===== src/rtl/nn_pkg.sv =====
// Shared constants and state encoding for the neural_net input sampling path.
package nn_pkg;
    localparam int NN_WIDTH = 8;

    typedef enum logic {
        ST_IDLE  = 1'b0,
        ST_OFFER = 1'b1
    } state_t;
endpackage


===== src/rtl/nn_sync2.sv =====
// Per-bit two-flop synchronizer that brings asynchronous switch levels into the clk domain.
module nn_sync2
    import nn_pkg::*;
#(
    parameter int WIDTH = NN_WIDTH
) (
    input  logic             clk,
    input  logic             rst,
    input  logic [WIDTH-1:0] d,
    output logic [WIDTH-1:0] q
);
    logic [WIDTH-1:0] meta_p0;

    always_ff @(posedge clk or posedge rst) begin
        if (rst) begin
            meta_p0 <= '0;
            q       <= '0;
        end else begin
            meta_p0 <= d;
            q       <= meta_p0;
        end
    end
endmodule


===== src/rtl/nn_input_sampler.sv =====
// Debounces DIP-switch levels and offers each newly settled word over valid/ready,
// counting accepted samples.
module nn_input_sampler
    import nn_pkg::*;
#(
    parameter int WIDTH           = NN_WIDTH,
    parameter int DEBOUNCE_CYCLES = 1000
) (
    input  logic             clk,
    input  logic             rst,
    input  logic [WIDTH-1:0] sw_in,
    output logic             out_valid,
    input  logic             out_ready,
    output logic [WIDTH-1:0] out_data,
    output logic [7:0]       sample_count
);
    localparam int CNT_W = $clog2(DEBOUNCE_CYCLES + 1);
    localparam logic [CNT_W-1:0] CNT_MAX = CNT_W'(DEBOUNCE_CYCLES - 1);

    logic [WIDTH-1:0] sync_q;
    logic [WIDTH-1:0] cand;
    logic [CNT_W-1:0] cnt;
    logic             stable;

    state_t           state, state_nxt;
    logic             have_sent, have_sent_nxt;
    logic [WIDTH-1:0] last_sent, last_sent_nxt;
    logic             valid_nxt;
    logic [WIDTH-1:0] data_nxt;
    logic [7:0]       count_nxt;

    nn_sync2 #(.WIDTH(WIDTH)) u_sync (
        .clk (clk),
        .rst (rst),
        .d   (sw_in),
        .q   (sync_q)
    );

    // Debounce: any change restarts the count; the count saturates once settled.
    always_ff @(posedge clk or posedge rst) begin
        if (rst) begin
            cand <= '0;
            cnt  <= '0;
        end else if (sync_q != cand) begin
            cand <= sync_q;
            cnt  <= '0;
        end else if (cnt != CNT_MAX) begin
            cnt <= cnt + 1'b1;
        end
    end

    assign stable = (sync_q == cand) && (cnt == CNT_MAX);

    always_comb begin
        state_nxt     = state;
        valid_nxt     = out_valid;
        data_nxt      = out_data;
        last_sent_nxt = last_sent;
        have_sent_nxt = have_sent;
        count_nxt     = sample_count;
        case (state)
            ST_IDLE: begin
                if (stable && (!have_sent || cand != last_sent)) begin
                    data_nxt  = cand;
                    valid_nxt = 1'b1;
                    state_nxt = ST_OFFER;
                end
            end
            ST_OFFER: begin
                // The offered word is frozen here; later switch activity waits in cand/cnt.
                if (out_ready) begin
                    valid_nxt     = 1'b0;
                    last_sent_nxt = out_data;
                    have_sent_nxt = 1'b1;
                    count_nxt     = sample_count + 8'd1;
                    state_nxt     = ST_IDLE;
                end
            end
            default: state_nxt = ST_IDLE;
        endcase
    end

    always_ff @(posedge clk or posedge rst) begin
        if (rst) begin
            state        <= ST_IDLE;
            out_valid    <= 1'b0;
            out_data     <= '0;
            last_sent    <= '0;
            have_sent    <= 1'b0;
            sample_count <= '0;
        end else begin
            state        <= state_nxt;
            out_valid    <= valid_nxt;
            out_data     <= data_nxt;
            last_sent    <= last_sent_nxt;
            have_sent    <= have_sent_nxt;
            sample_count <= count_nxt;
        end
    end
endmodule


===== config.mk =====
export PLATFORM = sky130hd
export DESIGN_NAME = nn_input_sampler
export DESIGN_NICKNAME = d
export VERILOG_FILES = /design/src/rtl/nn_pkg.sv /design/src/rtl/nn_sync2.sv /design/src/rtl/nn_input_sampler.sv
export SDC_FILE = /design/constraint.sdc
export NUM_CORES = 1
export LEC_CHECK = 0
export CAP_MARGIN = 20
export CORE_MARGIN = 2
export CORE_UTILIZATION = 26
export CTS_CLUSTER_DIAMETER = 200
export CTS_CLUSTER_SIZE = 24
export DETAILED_ROUTE_END_ITERATION = 6
export PLACE_DENSITY = 0.54
export SYNTH_ARGS = -nofsm -noshare
export SYNTH_HDL_FRONTEND = slang
export SYNTH_SLANG_ARGS = --single-unit

===== constraint.sdc =====
create_clock -name clk -period 1.8 [get_ports clk]
set_input_delay 0.18 -clock clk [delete_from_list [all_inputs] [get_ports clk]]
set_output_delay 0.18 -clock clk [all_outputs]
set_load 0.05 [all_outputs]

==> results.txt <==
----------------------------------------------------
[Run status]
  Result of the run ... finished, violations left
  Violated checks ... negative setup slack

[Floorplanning]
  Placement Rows ... 34
  Initial Util ... 26.8%
  Total Die Area ... 9820 sq um
  Placeable core region ... 8760 sq um
  Number of top-level pins ... 28
  Floorplan die width ... 99.1 um
  Chip height ... 99.1 um

[Pwr]
  Share of power burned in registers ... 50.2%
  Power Density ... 909 nW/um^2
  Switching part of the total power ... 21.7%
  Combinational fraction of design power ... 5.9%
  Net Sw Power ... 621 uW
  Leakage power of the design ... 0.00152 uW
  Fraction of power consumed by the clock network ... 43.9%
  Internal power of the cells ... 2240 uW
  Final Power ... 2860 uW
  Worst VDD drop ... 0.428 mV

[Critical path]
  Crit end category ... register
  Setup slack on the worst flop-to-flop path ... -240 ps
  Number of cells on the worst reg-to-reg path ... 7
  Nature of the critical path startpoint ... register
  Endpoint arrival time on the critical path ... 2250 ps
  WP data required ... 2010 ps
  Reg-to-Reg End ... out_data[5]
  Maximum fanout encountered on the critical timing path ... 5
  Worst R2R Start ... cand[7]
  First element of the critical path ... cand[7]
  Critical path type ... register to register

[Clock network]
  Clock tree sinks ... 61
  Number of levels the H-tree was split into ... 3
  TritonCTS Buffers ... 9
  Insertion delay to the later sink of the worst-skew pair ... 330 ps
  Post-CTS Hold Fix Bufs ... 0
  Library cell used as clock root buffer ... sky130_fd_sc_hd__clkbuf_8
  CTS tree ... built
  Max clock buf depth ... 2
  Clock transition at the register clock pins on the worst setup and hold paths after CTS ... 70 ps

[Timing]
  Max-slew violation total from the final report ... 0
  Post-route setup slack ... -236 ps
  Worst-case clock skew ... 12.0 ps
  Post-Route Hold Slack ... 216 ps
  Min cycle time layout ... 2040 ps
  Fraction of the cycle the final worst path needs ... 113%
  Worst slew margin relative to its limit ... 66.4%
  Tightest Pin Transition ... 503 ps
  Number of hold violations in the final report ... 0
  Final number of setup-violating endpoints ... 9
  Max Clock Freq ... 491 MHz
  RSZ-0062 raised after global routing ... true

[Synthesis]
  Area leader, netlist ... sky130_fd_sc_hd__dfrtp_1
  Syn_nets ... 188
  Portion of synthesized cell area occupied by the leading cell type ... 64.9%
  Biggest area contributors in the synthesized netlist ... sky130_fd_sc_hd__dfrtp_1 65%, sky130_fd_sc_hd__xnor2_1 5.6%, sky130_fd_sc_hd__xor2_1 5.6%
  Post-synthesis instance area ... 2350 sq um
  Sequential element share of the synthesized area ... 64.9%
  Netlist cell types ... 24
  Post-synth ARST share ... 100%
  Post-synth top flop ... sky130_fd_sc_hd__dfrtp_1
  Gate Count Post-Synth ... 175
  Syn. warnings ... 0
  Average cell area after synthesis ... 13.4 sq um
  Dominant cell by count in the synthesized netlist ... sky130_fd_sc_hd__dfrtp_1
  Leading cell types by count after synthesis ... 61 x sky130_fd_sc_hd__dfrtp_1, 15 x sky130_fd_sc_hd__xnor2_1, 15 x sky130_fd_sc_hd__xor2_1
  Yosys reg bits ... 61
  Number of synthesized flops with an enable pin ... 0

[Cells and area]
  Footprint of the multi-input gates ... 792 sq um
  Utilization of the core after routing ... 35.9%
  Register cell area after layout ... 1530 sq um
  Fillers ... 854
  Area added between synthesis and finish ... 33.7%
  Number of nets at the end of the flow ... 237
  Diode insertion count for antenna repair ... 0
  Share of cells above drive strength 1 ... 27.1%

[GRT]
  Initial antenna violation count ... 0
  First-pass GRT wire length ... 6.95 mm
  Number of global-route vias before repair ... 1457
  Global-route congestion overflow total ... 0
  Overall Global Routing Usage ... 9.34%
  Largest net degree at the start of global routing ... 62

[Drt]
  Count of vias placed by the detailed router ... 1389
  Post-DR vias/cell ... 4.12
  Remaining antenna violation count ... 0
  Iteration count of the initial detailed-routing pass ... 4
  Initial DRC Count ... 58
  Routed wire length ... 4.02 mm
  Count of unresolved DRC violations after routing ... 0
  Routed len/inst ... 11.9 um

[Min path]
  Worst Hold Class ... input pin to asynchronous set/reset pin

[Place]
  GP Congestion ... 0.776
  Detailed placement HPWL ... 2.70 mm
  Pre-CTS setup slack ... -396 ps
  Port Buffer Count ... 27

[Job]
  Max Cap Viol ... 0

----------------------------------------------------
==> through the flow <==
step                cells  TNS [ps]  instance area, sq um
finish                337     -1860                  3140
CTS                   337     -2120                  3120
floorplan             175     -1230                  2350
global route          337     -2700                  3140
global placement      320     -2930                  2880
detailed placement    320     -3340                  2880
==> flip-flops by register name, summed over array words and instances, names as in the netlist <==
name	cells
cnt	10
last_sent	8
cand	8
out_data	8
out_valid	1
have_sent	1
u_sync.q	8
sample_count	8
u_sync.meta_p0	8
state	1
==> per-layer routing <==
metal / vias to the layer above / GRT usage (%) / wire length, um
li1: 673 / - / -
met5: - / 0 / 0
met3: 6 / 3.94 / 238
met4: 0 / 5.06 / 32
met2: 33 / 12.8 / 1770
met1: 677 / 12.4 / 1970
==> cells by family (layout without fill, tap and decap cells) <==
| family | after synthesis | count (layout) | synth area share (%) |
|---|---|---|---|
| buffers and inverters | 13 | 67 | 2.39 |
| AO/OA/AOI/OAI | 4 | 4 | 0.851 |
| adder cells (fa/ha/maj) | 2 | 2 | 1.06 |
| multiplexers | 18 | 18 | 9.84 |
| XOR/XNOR | 30 | 30 | 11.2 |
| AND/OR/NAND/NOR | 47 | 47 | 9.79 |
| flip-flops | 61 | 61 | 64.9 |
==> area by class of cell <==
class	instances	share of cell area, %
timing repair buffer	49	15.0
sequential	61	48.5
clock buffer	13	5.37
inverter	2	0.239
clock inverter	3	1.35
multi-input combinational	101	25.2
tap	108	4.30
==> cells in the final DEF, fill, tap and decap left out, types with 5 or more instances in the layout <==
| cell | count |
|---|---|
| sky130_fd_sc_hd__nand4_1 | 5 |
| sky130_fd_sc_hd__nand2_1 | 10 |
| sky130_fd_sc_hd__nand3_1 | 7 |
| sky130_fd_sc_hd__mux2_4 | 8 |
| sky130_fd_sc_hd__nor2_1 | 12 |
| sky130_fd_sc_hd__clkdlybuf4s50_1 | 20 |
| sky130_fd_sc_hd__xor2_1 | 15 |
| sky130_fd_sc_hd__mux2_2 | 9 |
| sky130_fd_sc_hd__buf_4 | 20 |
| sky130_fd_sc_hd__dlymetal6s2s_1 | 6 |
| sky130_fd_sc_hd__xnor2_1 | 15 |
| sky130_fd_sc_hd__dfrtp_1 | 61 |
| sky130_fd_sc_hd__clkbuf_8 | 12 |
==> how the worst max path moves through the flow <==
stage	slack [ps]	endpoint	depth (start not counted)
2_1_floorplan	-150	out_data[0]	6
3_3_place_gp	-350	out_data[3]	6
3_5_place_dp	-400	out_data[3]	6
4_1_cts	-270	out_data[5]	7
5_1_grt	-330	out_data[5]	7
6_report	-240	out_data[5]	7
==> critical path, stage by stage, from the launching register on <==
cell and delay, ps:
sky130_fd_sc_hd__dfrtp_1 390, sky130_fd_sc_hd__xor2_1 160, sky130_fd_sc_hd__nor4_1 280, sky130_fd_sc_hd__buf_4 160, sky130_fd_sc_hd__nand2_2 40, sky130_fd_sc_hd__or4_4 450, sky130_fd_sc_hd__buf_8 160, sky130_fd_sc_hd__mux2_4 290
==> power by group through the flow <==
stage	clock (uW)	sequential, uW	combinational (uW)
global route	1360	1440	187
global placement	0	1460	170
CTS	1310	1440	175
detailed placement	0	1460	171
floorplan	0	1490	59.5
finish	1250	1430	169
==> repair_timing <==
item,4_1_cts,5_1_grt
cloned,1,0
buffers inserted,1,0
setup endpoints to repair,10,16
resized for setup,6,11
pin swaps,3,2
No activity file was read; power rests on OpenSTA's default activity.
